$ cat src/rtl/matmul_pkg.sv
// Shared defaults, FSM state type and accumulator sizing for matmul_seq.
package matmul_pkg;
    localparam int N_DEF  = 4;
    localparam int DW_DEF = 8;
    localparam int OW_DEF = 16;

    typedef enum logic [1:0] {IDLE, COMPUTE, DONE} state_t;

    // Worst case sum is N * (2^DW-1)^2, which always fits in 2*DW+clog2(N) bits.
    function automatic int acc_width(input int n, input int dw);
        return 2 * dw + $clog2(n);
    endfunction
endpackage

$ cat src/rtl/mac_unit.sv
// Two-stage multiply-accumulate: registered product, then accumulate/emit on the tagged last term.
// MATMUL_SAT_EN selects saturate-to-max on the emitted element; otherwise it is truncated to OW bits.
module mac_unit #(
    parameter int DW = 8,
    parameter int OW = 16,
    parameter int AW = 18
) (
    input  logic          clk,
    input  logic          clr,
    input  logic          en,
    input  logic          last,
    input  logic [DW-1:0] a,
    input  logic [DW-1:0] b,
    output logic          res_valid,
    output logic [OW-1:0] res_val,
    output logic          res_sat
);
    logic [2*DW-1:0] prod_q;
    logic            prod_vld;
    logic            prod_last;
    logic [AW-1:0]   acc;
    logic [AW-1:0]   sum;

    always_ff @(posedge clk) begin
        if (clr) begin
            prod_q    <= '0;
            prod_vld  <= 1'b0;
            prod_last <= 1'b0;
            acc       <= '0;
        end else begin
            prod_q    <= a * b;
            prod_vld  <= en;
            prod_last <= en & last;
            if (prod_vld)
                acc <= prod_last ? '0 : sum;
        end
    end

    assign sum       = acc + AW'(prod_q);
    assign res_valid = prod_vld & prod_last;

`ifdef MATMUL_SAT_EN
    localparam int CW = (AW > OW) ? AW : OW;
    logic [CW-1:0] sum_x;
    assign sum_x   = CW'(sum);
    assign res_sat = sum_x > CW'({OW{1'b1}});
    assign res_val = res_sat ? {OW{1'b1}} : sum_x[OW-1:0];
`else
    assign res_sat = 1'b0;
    assign res_val = OW'(sum);
`endif
endmodule

$ cat src/rtl/matmul_seq.sv
// Sequential NxN matrix multiplier: one MAC per cycle in i/j/k order over captured operands.
// Optional saturation of result elements is enabled with MATMUL_SAT_EN.
module matmul_seq
    import matmul_pkg::*;
#(
    parameter int N  = N_DEF,
    parameter int DW = DW_DEF,
    parameter int OW = OW_DEF
) (
    input  logic              clk,
    input  logic              reset,
    input  logic              start,
    input  logic [N*N*DW-1:0] a_flat,
    input  logic [N*N*DW-1:0] b_flat,
    output logic              busy,
    output logic              done,
    output logic [N*N*OW-1:0] result_flat,
    output logic              sat_flag
);
    localparam int AW = acc_width(N, DW);
    localparam int IW = $clog2(N);
    localparam int EW = $clog2(N * N);
    localparam logic [IW-1:0] IMAX = IW'(N - 1);
    localparam logic [EW-1:0] EMAX = EW'(N * N - 1);

    state_t            state, state_nx;
    logic [N*N*DW-1:0] a_q, b_q;
    logic [IW-1:0]     i_idx, j_idx, k_idx;
    logic [EW-1:0]     wr_idx;
    logic              issuing;
    logic              accept;
    logic [DW-1:0]     a_op, b_op;
    logic              res_valid, res_sat;
    logic [OW-1:0]     res_val;

    assign accept = (state == IDLE) && start && !reset;
    assign a_op   = a_q[(int'(i_idx) * N + int'(k_idx)) * DW +: DW];
    assign b_op   = b_q[(int'(k_idx) * N + int'(j_idx)) * DW +: DW];
    assign busy   = (state == COMPUTE);
    assign done   = (state == DONE);

    mac_unit #(.DW(DW), .OW(OW), .AW(AW)) u_mac (
        .clk       (clk),
        .clr       (reset | accept),
        .en        ((state == COMPUTE) && issuing),
        .last      (k_idx == IMAX),
        .a         (a_op),
        .b         (b_op),
        .res_valid (res_valid),
        .res_val   (res_val),
        .res_sat   (res_sat)
    );

    always_ff @(posedge clk) begin
        if (reset) state <= IDLE;
        else       state <= state_nx;
    end

    always_comb begin
        state_nx = state;
        case (state)
            IDLE:    if (start) state_nx = COMPUTE;
            COMPUTE: if (res_valid && wr_idx == EMAX) state_nx = DONE;
            DONE:    state_nx = IDLE;
            default: state_nx = IDLE;
        endcase
    end

    always_ff @(posedge clk) begin
        if (reset) begin
            a_q         <= '0;
            b_q         <= '0;
            i_idx       <= '0;
            j_idx       <= '0;
            k_idx       <= '0;
            wr_idx      <= '0;
            issuing     <= 1'b0;
            result_flat <= '0;
            sat_flag    <= 1'b0;
        end else if (accept) begin
            a_q      <= a_flat;
            b_q      <= b_flat;
            i_idx    <= '0;
            j_idx    <= '0;
            k_idx    <= '0;
            wr_idx   <= '0;
            issuing  <= 1'b1;
            sat_flag <= 1'b0;
        end else begin
            if (state == COMPUTE && issuing) begin
                if (k_idx == IMAX) begin
                    k_idx <= '0;
                    if (j_idx == IMAX) begin
                        j_idx <= '0;
                        if (i_idx == IMAX) issuing <= 1'b0;
                        else               i_idx   <= i_idx + IW'(1);
                    end else begin
                        j_idx <= j_idx + IW'(1);
                    end
                end else begin
                    k_idx <= k_idx + IW'(1);
                end
            end
            // Elements retire in row-major order, one behind the issue pipeline.
            if (res_valid) begin
                result_flat[int'(wr_idx) * OW +: OW] <= res_val;
                wr_idx <= wr_idx + EW'(1);
                if (res_sat) sat_flag <= 1'b1;
            end
        end
    end
endmodule
$ cat config.mk
export PLATFORM = sky130hd
export DESIGN_NAME = matmul_seq
export DESIGN_NICKNAME = d
export VERILOG_FILES = /design/src/rtl/matmul_pkg.sv /design/src/rtl/mac_unit.sv /design/src/rtl/matmul_seq.sv
export SDC_FILE = /design/constraint.sdc
export NUM_CORES = 1
export LEC_CHECK = 0
export ABC_AREA = 1
export CORE_MARGIN = 2
export CORE_UTILIZATION = 35
export DETAILED_ROUTE_END_ITERATION = 6
export GPL_TIMING_DRIVEN = 1
export PLACE_DENSITY = 0.6
export SETUP_SLACK_MARGIN = 0.02
export SLEW_MARGIN = 20
export SYNTH_ARGS = -nofsm -noshare
export SYNTH_HDL_FRONTEND = slang
export SYNTH_SLANG_ARGS = --single-unit
export TNS_END_PERCENT = 1
$ cat constraint.sdc
create_clock -name clk -period 12.05 [get_ports clk]
set_input_delay 1.205 -clock clk [delete_from_list [all_inputs] [get_ports clk]]
set_output_delay 1.205 -clock clk [all_outputs]
set_load 0.02 [all_outputs]
==> metrics.txt <==
post-synth net total=3,642; Slew Limit Headroom=30.07%; Final #Nets=4,042; drt via density=4.847; DR vias=22,686; min cycle time layout=6.247 ns; FF-to-FF End=u_mac.prod_q[13]; core outline area=69,910 µm²; Layout fillers=7,125; met3 WL=5.060 mm; Synth Cell Area=24,630 µm²; die height=269.3 µm; Yosys cell types=43; worst r2r src=k_idx[1]; post-cts sizing count=0; H-tree Lvls=2; hold-fix buffer count after cts=0; Critical path origin=k_idx[1]; largest net degree at the start of global routing=141; FMAX=0.1601 GHz; final setup violation count=0; WL met1=37.05 mm; Worst path slowest cell=dfxtp_2; leading area contributor after synthesis=dfxtp_1; Total Routed Length=84.03 mm; global-route wire length before repair=127.4 mm; gpl congestion=0.8544; VDD IR max=112.2 µV; Reg area=11,190 µm²; commonest non-fill, non-tap cell in the layout=inv_1; Initial Util=35.24%; status=complete, no violations; Inserted Clock Buffers=60; hold path depth=2; Tcrit/Tclk final=51.84%; CTS Root Buffer Type=clkbuf_16; Design Power=0.004346 W; CTS Buffer Depth=3; met2 WL=38.14 mm; Reg2Reg Setup Slack=5.80 ns; setup TNS=0 ns; crit path kind=reg2reg; Cells after DPL=4,567; Post-CTS Repair Setup Buffers=0; most frequent cells in the layout=604 x inv_1, 556 x dfxtp_1, 515 x clkdlybuf4s50_1, 454 x o21ai_0, 438 x nand2_1; total grt overflow=0; Worst Hold Endpoint=b_q[34]; final hold viol count=0; flop and latch count out of synthesis=559; I/O pin cnt=518; Synth area leaders=dfxtp_1 45%, o21ai_0 9.2%, inv_1 9.2%; maximum fanout along the worst path=42; RSZ-0062 raised after global routing=no; FF-to-FF path depth=25; PD cells=133.6 nW/µm²; fin. max-slew vios=0; Max Used Layer=met5; Rows=97; Layout area overhead=32.05%; hold slack=0.4532 ns; antenna violations before repair=4; DP Wirelength=61.20 mm; CP required=12.60 ns; Slew @ Worst Pin=1.049 ns; leakage power=13.88 nW; Finished Layout Cells=4,680; crit path DAT=6.80 ns; Die ar.=72,520 µm²; vias in the first global route=21,571; worst skew pair latency=0.63 ns; register area share after synthesis=45.43%; Avg Cell Area, Syn=7.490 µm²; Tot GR Track Use=22.27%; fraction of layout instances using a drive strength above 1=4.683%; synth warn=0; worst stage delay on the critical path=0.92 ns; startpoint types=flip-flop; wire length per cell=17.95 µm; most numerous cell on the critical path=inv_1; footprint of the multi-input gates=10,310 µm²; CTS tree=done; share of the synthesized area in the top cell type=45.43%; router iterations before antenna repair=5; hold_sp=b_q[34]; Residual DRC=0; Synth Instances=3,289; clk sinks=559; DRT antenna net count=0; Port Buffers=516; Worst Skew=0.02483 ns; Worst-path clk slew=0.06 ns; Worst Setup End Kind=flip-flop; chip width=269.3 µm; HP Class=reg2reg; maxcap violations=0; DRT iter0 DRCs=1,728
[cell families (layout without fill, tap and decap cells)]
kind of cell	after synthesis	in the layout	synth area share (%)
xor gates and xnor gates	10	10	0.3555
buffers and inverters	820	1268	12.90
DFF	559	559	45.43
adders and majority gates	94	94	5.902
other	1	4	0.01522
and+or+nand+nor	781	781	13.67
AOI/OAI and AO/OA	1024	1024	21.73
[metrics by stage]
step	setup WS (ns)	util, %	cell area (µm²)
global route	5.234	46.53	32530
finish	5.803	46.53	32530
floorplan	7.047	-	24630
CTS	5.752	46.49	32500
global placement	5.832	43.36	30310
detailed placement	5.806	43.36	30310
[critical path: cells and delay by family (launching register included)]
kind,cells,cell delay [ns]
adders and majority gates,5,2.47
DFF,1,0.92
and+or+nand+nor,8,0.90
AOI/OAI and AO/OA,5,0.81
buffers and inverters,7,1.05
[area by class of cell]
cell class | count | area share, %
antenna | 3 | 0.02308
clock buffer | 86 | 5.531
clock inverter | 24 | 1.192
inverter | 622 | 7.216
multi-input combinational | 1910 | 31.68
sequential | 559 | 34.41
tap | 940 | 3.616
timing repair buffer | 536 | 16.32
[synth_stat cells, drive strengths merged]
cell type / instances
nor2: 132
nor4: 2
o211a: 3
a31oi: 1
ha: 57
a211oi: 6
clkbuf: 138
dfxtp: 559
nor3b: 1
buf: 60
nor3: 17
o211ai: 10
a21oi: 392
nand3b: 2
nand2: 447
inv: 618
and2: 6
nand3: 163
or2: 1
a21boi: 1
o22ai: 128
clkinv: 4
o21a: 3
fa: 37
nand4: 10
xor2: 10
o21ai: 479
conb: 1
a21o: 1
[sequential cells by signal (all words and copies together), names as in the netlist, 4 cells and up]
name,count
result_flat,256
u_mac.prod_q,16
u_mac.acc,16
a_q,128
b_q,128
wr_idx,4
[power by group]
| group | internal (W) | switching, W |
|---|---|---|
| clock | 0.00123 | 0.000789 |
| combinational | 0.000157 | 0.000228 |
| sequential | 0.00191 | 0.0000297 |
| total | 0.00330 | 0.00105 |
[how the worst max path moves through the flow]
stage,end,slack (ns)
floorplan,u_mac.prod_q[13],7.05
global placement,u_mac.prod_q[13],5.83
detailed placement,u_mac.prod_q[13],5.81
CTS,u_mac.prod_q[13],5.75
global route,u_mac.prod_q[13],5.23
finish,u_mac.prod_q[13],5.80
[routing by layer]
metal / GRT usage, % / vias up
li1: - / 11455
met1: 28.83 / 10323
met2: 36.38 / 740
met3: 3.865 / 166
met4: 9.854 / 2
met5: 0 / -
No activity file was read; power rests on OpenSTA's default activity.
